==> src/rtl/harvos_mem_pkg.sv <==
// Shared types and helpers for the three-port memory arbiter.
// Requester indices are also the round-robin order D -> I -> X -> D.
package harvos_mem_pkg;

   localparam int NUM_REQ = 3;

   typedef enum logic [1:0] {
      REQ_D = 2'd0,
      REQ_I = 2'd1,
      REQ_X = 2'd2
   } req_idx_e;

   typedef enum logic {
      ARB_IDLE = 1'b0,
      ARB_BUSY = 1'b1
   } arb_state_e;

   // The instruction port has no byte enables of its own.
   localparam logic [3:0] BE_ALL = 4'hF;

   // Successor of a requester index in round-robin order (mod 3).
   function automatic logic [1:0] next_idx(input logic [1:0] idx);
      logic [1:0] nxt;
      case (idx)
         REQ_D:   nxt = REQ_I;
         REQ_I:   nxt = REQ_X;
         default: nxt = REQ_D;
      endcase
      return nxt;
   endfunction

endpackage

==> src/rtl/rr_pick3.sv <==
// Combinational three-way winner selection.
// With rr_en the search starts at 'pointer' and walks D -> I -> X -> D;
// otherwise a fixed priority d > i > x is used.
module rr_pick3
   import harvos_mem_pkg::*;
(
   input  logic [NUM_REQ-1:0] req,
   input  logic [1:0]         pointer,
   input  logic               rr_en,
   output logic               any,
   output logic [1:0]         winner
);

   // Pick the first active requester in the search order selected by rr_en/pointer.
   always_comb begin
      any    = |req;
      winner = REQ_D;
      if (rr_en) begin
         case (pointer)
            REQ_I: begin
               if (req[REQ_I])      winner = REQ_I;
               else if (req[REQ_X]) winner = REQ_X;
               else if (req[REQ_D]) winner = REQ_D;
               else                 winner = REQ_D;
            end
            REQ_X: begin
               if (req[REQ_X])      winner = REQ_X;
               else if (req[REQ_D]) winner = REQ_D;
               else if (req[REQ_I]) winner = REQ_I;
               else                 winner = REQ_D;
            end
            default: begin
               if (req[REQ_D])      winner = REQ_D;
               else if (req[REQ_I]) winner = REQ_I;
               else if (req[REQ_X]) winner = REQ_X;
               else                 winner = REQ_D;
            end
         endcase
      end else begin
         if (req[REQ_D])      winner = REQ_D;
         else if (req[REQ_I]) winner = REQ_I;
         else if (req[REQ_X]) winner = REQ_X;
         else                 winner = REQ_D;
      end
   end

endmodule

==> src/rtl/mem_arbiter3_rr.sv <==
// Three-requester memory arbiter (data, instruction-fetch, DMA/debug).
// One transaction is outstanding at a time; the grant is held until the
// memory answers or the timeout fires, so a response can only ever be
// routed to the requester that issued it. Responses arriving while IDLE
// (e.g. late answers to a timed-out access) are dropped.
module mem_arbiter3_rr
   import harvos_mem_pkg::*;
#(
   parameter int TIMEOUT_CYCLES = 255,
   parameter int RR_EN          = 1
)
(
   input  logic        clk,
   input  logic        rst_n,
   // data port
   input  logic        d_req,
   input  logic        d_we,
   input  logic [3:0]  d_be,
   input  logic [31:0] d_addr,
   input  logic [31:0] d_wdata,
   output logic [31:0] d_rdata,
   output logic        d_rvalid,
   output logic        d_fault,
   // instruction-fetch port (read-only)
   input  logic        i_req,
   input  logic [31:0] i_addr,
   output logic [31:0] i_rdata,
   output logic        i_rvalid,
   output logic        i_fault,
   // DMA / debug port
   input  logic        x_req,
   input  logic        x_we,
   input  logic [3:0]  x_be,
   input  logic [31:0] x_addr,
   input  logic [31:0] x_wdata,
   output logic [31:0] x_rdata,
   output logic        x_rvalid,
   output logic        x_fault,
   // memory side
   output logic        m_req,
   output logic        m_we,
   output logic [3:0]  m_be,
   output logic [31:0] m_addr,
   output logic [31:0] m_wdata,
   input  logic [31:0] m_rdata,
   input  logic        m_rvalid,
   input  logic        m_fault,
   output logic        to_pulse
);

   // A zero TIMEOUT_CYCLES disables the timeout; keep a 1-bit counter then.
   localparam int CNT_W = (TIMEOUT_CYCLES > 0) ? $clog2(TIMEOUT_CYCLES + 1) : 1;
   localparam logic             TO_EN    = (TIMEOUT_CYCLES > 0);
   localparam logic             RR_ON    = (RR_EN != 0);
   localparam logic [CNT_W-1:0] CNT_ONE  = CNT_W'(1);
   localparam logic [CNT_W-1:0] CNT_LAST = (TIMEOUT_CYCLES > 0) ? CNT_W'(TIMEOUT_CYCLES - 1)
                                                               : {CNT_W{1'b0}};

   arb_state_e         state;
   logic [1:0]         gnt_q;
   logic [1:0]         ptr;
   logic [CNT_W-1:0]   cnt;

   logic [NUM_REQ-1:0] req_vec;
   logic               pick_any;
   logic [1:0]         pick_win;
   logic               busy;
   logic               resp;
   logic               timeout_hit;
   logic               done;
   logic               g_rvalid;
   logic               g_fault;
   logic [31:0]        g_rdata;

   assign req_vec = {x_req, i_req, d_req};

   rr_pick3 u_pick (
      .req     (req_vec),
      .pointer (ptr),
      .rr_en   (RR_ON),
      .any     (pick_any),
      .winner  (pick_win)
   );

   // Completion qualifiers: a response wins over a timeout in the same cycle,
   // and a memory fault wins over rvalid.
   always_comb begin
      busy        = (state == ARB_BUSY);
      resp        = busy & (m_rvalid | m_fault);
      timeout_hit = TO_EN & busy & ~(m_rvalid | m_fault) & (cnt == CNT_LAST);
      done        = resp | timeout_hit;
      g_fault     = busy & (m_fault | timeout_hit);
      g_rvalid    = busy & m_rvalid & ~m_fault;
      g_rdata     = 32'h0000_0000;
      if (g_rvalid) begin
         g_rdata = m_rdata;
      end else begin
         g_rdata = 32'h0000_0000;
      end
   end

   // Arbitration FSM, grant latch, round-robin pointer and timeout counter.
   always_ff @(posedge clk or negedge rst_n) begin
      if (!rst_n) begin
         state <= ARB_IDLE;
         gnt_q <= REQ_D;
         ptr   <= REQ_D;
         cnt   <= {CNT_W{1'b0}};
      end else begin
         case (state)
            ARB_IDLE: begin
               if (pick_any) begin
                  state <= ARB_BUSY;
                  gnt_q <= pick_win;
                  cnt   <= {CNT_W{1'b0}};
               end
            end
            ARB_BUSY: begin
               if (done) begin
                  state <= ARB_IDLE;
                  if (RR_ON) begin
                     ptr <= next_idx(gnt_q);
                  end
               end else begin
                  cnt <= cnt + CNT_ONE;
               end
            end
            default: begin
               state <= ARB_IDLE;
            end
         endcase
      end
   end

   // Memory-side request: the granted port's live attributes while BUSY, else all zero.
   always_comb begin
      m_req   = 1'b0;
      m_we    = 1'b0;
      m_be    = 4'h0;
      m_addr  = 32'h0000_0000;
      m_wdata = 32'h0000_0000;
      if (busy) begin
         m_req = 1'b1;
         case (gnt_q)
            REQ_D: begin
               m_we    = d_we;
               m_be    = d_be;
               m_addr  = d_addr;
               m_wdata = d_wdata;
            end
            REQ_I: begin
               m_we    = 1'b0;
               m_be    = BE_ALL;
               m_addr  = i_addr;
               m_wdata = 32'h0000_0000;
            end
            REQ_X: begin
               m_we    = x_we;
               m_be    = x_be;
               m_addr  = x_addr;
               m_wdata = x_wdata;
            end
            default: begin
               m_we    = 1'b0;
               m_be    = 4'h0;
               m_addr  = 32'h0000_0000;
               m_wdata = 32'h0000_0000;
            end
         endcase
      end else begin
         m_req = 1'b0;
      end
   end

   // Route the completion to the granted port only; all other ports stay quiet.
   always_comb begin
      d_rvalid = 1'b0;
      d_fault  = 1'b0;
      d_rdata  = 32'h0000_0000;
      i_rvalid = 1'b0;
      i_fault  = 1'b0;
      i_rdata  = 32'h0000_0000;
      x_rvalid = 1'b0;
      x_fault  = 1'b0;
      x_rdata  = 32'h0000_0000;
      to_pulse = timeout_hit;
      case (gnt_q)
         REQ_D: begin
            d_rvalid = g_rvalid;
            d_fault  = g_fault;
            d_rdata  = g_rdata;
         end
         REQ_I: begin
            i_rvalid = g_rvalid;
            i_fault  = g_fault;
            i_rdata  = g_rdata;
         end
         REQ_X: begin
            x_rvalid = g_rvalid;
            x_fault  = g_fault;
            x_rdata  = g_rdata;
         end
         default: begin
            d_rvalid = 1'b0;
         end
      endcase
   end

endmodule

==> config.mk <==
export PLATFORM = sky130hd
export DESIGN_NAME = mem_arbiter3_rr
export DESIGN_NICKNAME = d
export VERILOG_FILES = /design/src/rtl/harvos_mem_pkg.sv /design/src/rtl/rr_pick3.sv /design/src/rtl/mem_arbiter3_rr.sv
export SDC_FILE = /design/constraint.sdc
export NUM_CORES = 1
export LEC_CHECK = 0
export ABC_CLOCK_PERIOD_IN_PS = 2300
export CORE_AREA = 4 4 144 146
export CTS_CLUSTER_DIAMETER = 50
export DETAILED_ROUTE_END_ITERATION = 8
export DIE_AREA = 0 0 148 150
export GPL_TIMING_DRIVEN = 0
export SLEW_MARGIN = 20
export SYNTH_ARGS = -nofsm -noshare
export SYNTH_HDL_FRONTEND = slang
export SYNTH_SLANG_ARGS = --single-unit
==> constraint.sdc <==
create_clock -name clk -period 2.3 [get_ports clk]
set_input_delay 0.23 -clock clk [delete_from_list [all_inputs] [get_ports clk]]
set_output_delay 0.23 -clock clk [all_outputs]
set_load 0.005 [all_outputs]
==> metrics.yaml <==
die_area_sq_um: 22200
relSlewSlack: 0.565
tightest_slew_ns: 0.647
cts_hold_buf: 0
grt_max_degree: 14
dp_slack_ns: -0.540
synth_top_area_share: 0.233
finClkSkew_ns: 0.000670
fp.dieW_um: 148
grt_pass1_wl_um: 26400
status: "complete, no violations"
yosys_most_used_dff: "dfrtp_1"
grt_overflow_total: 0
fin_ws_ns: 0.0695
startpoint: "busy$_DFF_PN0_"
crit_path_top_delay_cell: "clkdlybuf4s50_1"
worstPathRequired_ns: 2.07
rsz0062_at_grt: "yes"
ant_nets: 0
ys_ff_latch: 13
arrival_ns: 2.00
clkLatencyLatePin_ns: 0.24
chipHeight_um: 150
ir_drop_mv: 0.328
root_buffer: "clkbuf_16"
drt_wl_total_um: 18600
ys_top_cells_by_area: "mux2i_1, and2_1, nor2_1"
place.detailed.hpwl_um: 15200
start_kind: "flip-flop"
ys_warn_count: 0
final_cells: 1113
ys_types: 41
timing.rr.start: "cnt[0]$_DFFE_PN0P_"
cts_buffer_depth: 2
leakage_nw: 3.70
power_density_nw_per_um2: 621
hold_viol: 0
finalSetupViolations: 0
via_count: 4569
area_growth_pct: 168
drtIter0Drc: 96
path_cells: "buf_6 > nand3b_1 > buf_4 > nor2_4 > buf_12 > buf_12 > and2_1 > clkdlybuf4s50_1"
rows: 51
grt_antenna_before_repair: 1
period_share: 0.970
viasPerCell: 4.11
cts.sinks: 13
initial_utilization: 0.146
io_pins: 382
syn_avg_cell_area_sq_um: 6.55
slowest_delay_ns: 0.53
crit_top_cell: "buf_12"
route.detailed.wl_per_inst_um: 16.7
portBuffers: 381
end_kind: "primary output"
crit_family: "buffers and inverters"
drv_cap: 0
synthArstFlopShare: 1.00
nets: 1061
hold_path.class: "input pin to async pin"
crit_type: "flip-flop to primary output"
synth_nets: 646
cp_max_fo: 6
ys_seq_area_frac: 0.115
synth-edff-count: 0
h-tree-depth: 1
syn_area_sq_um: 2840
fill_cells: 2069
synth_common_cells: "nor2_1, and2_1, mux2i_1"
grt_use_total: 0.149
route.detailed.drc: 0
routabilityCongestion: 0.805
syn_inst: 433
cts_buffers: 3
finish.utilization: 0.392
core-area_sq_um: 19400
drtPass1Iterations: 4
fmax_ghz: 0.448
cts_tree: "yes"
slew_viol_final: 0
post-place-cells: 1079
crit_buf_inv: 5
synth.most_common_cell: "nor2_1"
drive_above_1_share: 0.113
grt_pass1_vias: 4520
layout_min_cycle_time_ns: 2.23
yosys.area.top_type: "mux2i_1"
clk_pin_slew_ns: 0.04
-- per-stage QoR --
step	setup TNS, ns	power, W	hold slack [ns]	cell area, sq um
2_1_floorplan	0	0.00207	-0.0656	2840
3_3_place_gp	-32.95	0.00404	0.507	6980
3_5_place_dp	-29.89	0.00406	0.511	6980
4_1_cts	-0.382	0.00461	0.385	7390
5_1_grt	-0.0128	0.00511	0.425	7600
6_report	0	0.00473	0.357	7610
-- layout by cell type, fill, tap and decap left out, drive strengths merged, types with 3 or more instances in the layout --
master / instances
clkdlybuf4s50: 279
nor2: 115
and2: 98
dlygate4sd2: 66
mux2i: 66
buf: 55
a21oi: 38
dlymetal6s2s: 25
clkbuf: 19
dfrtp: 13
clkdlybuf4s15: 8
nand2: 7
inv: 6
nand3: 6
o21ai: 5
ha: 4
nor3: 4
nand2b: 3
nor3b: 3
a211o: 3
-- state kept, by name (all words and copies together) (netlist names) --
| register | cells |
|---|---|
| cnt | 8 |
| gnt_q | 2 |
| ptr | 2 |
| busy | 1 |
-- final cells by class --
class | instances | area [sq um] | area share
flip-flops and latches | 13 | 327 | 0.0429
clock buffers | 4 | 78.8 | 0.0104
inverters | 7 | 30.0 | 0.00395
repair buffers | 411 | 4060 | 0.534
multi-input cells | 375 | 2410 | 0.316
plain buffers | 37 | 369 | 0.0485
well taps | 265 | 332 | 0.0436
diodes | 1 | 2.50 | 0.000329
-- metal layers --
layer,GRT usage,vias to the layer above,share of wire
met5,0,-,0
met4,0.0102,0,0.0065
met3,0.0436,8,0.080
met2,0.273,211,0.51
met1,0.180,2074,0.40
li1,-,2276,-
-- final timing paths --
kind                                              to  slack, ns  depth (start not counted)
worst max-delay path                      i_rdata[1]       0.07                          8
worst min-delay path              cnt[6]$_DFFE_PN0P_       0.36                          1
worst max register to register    cnt[5]$_DFFE_PN0P_       0.50                          7
worst min register to register    ptr[0]$_DFFE_PN0P_       0.52                          1
max in group asynchronous       gnt_q[1]$_DFFE_PN0P_       1.54                          1
min in group clk                  ptr[0]$_DFFE_PN0P_       0.52                          1
-- where the power goes --
group,internal [W],leakage (nW),switching [W]
clock network,0.000233,0.0382,0.0000899
logic,0.00229,3.49,0.00179
registers,0.000275,0.171,0.0000501
-- repair_timing --
item	in CTS	in global routing
endpoints found under the setup margin	171	112
gates cloned	5	0
resized for setup	152	86
pin swaps	4	2
setup buffers	23	2
-- logic make-up after synthesis --
logic type | after synthesis | share of synthesized area
mux | 67 | 0.237
fa+ha+maj | 4 | 0.0177
compound gates | 57 | 0.120
flops | 13 | 0.115
simple gates | 247 | 0.440
buf+inv | 45 | 0.0710
Note: power is estimated with default switching activity, not from simulation.
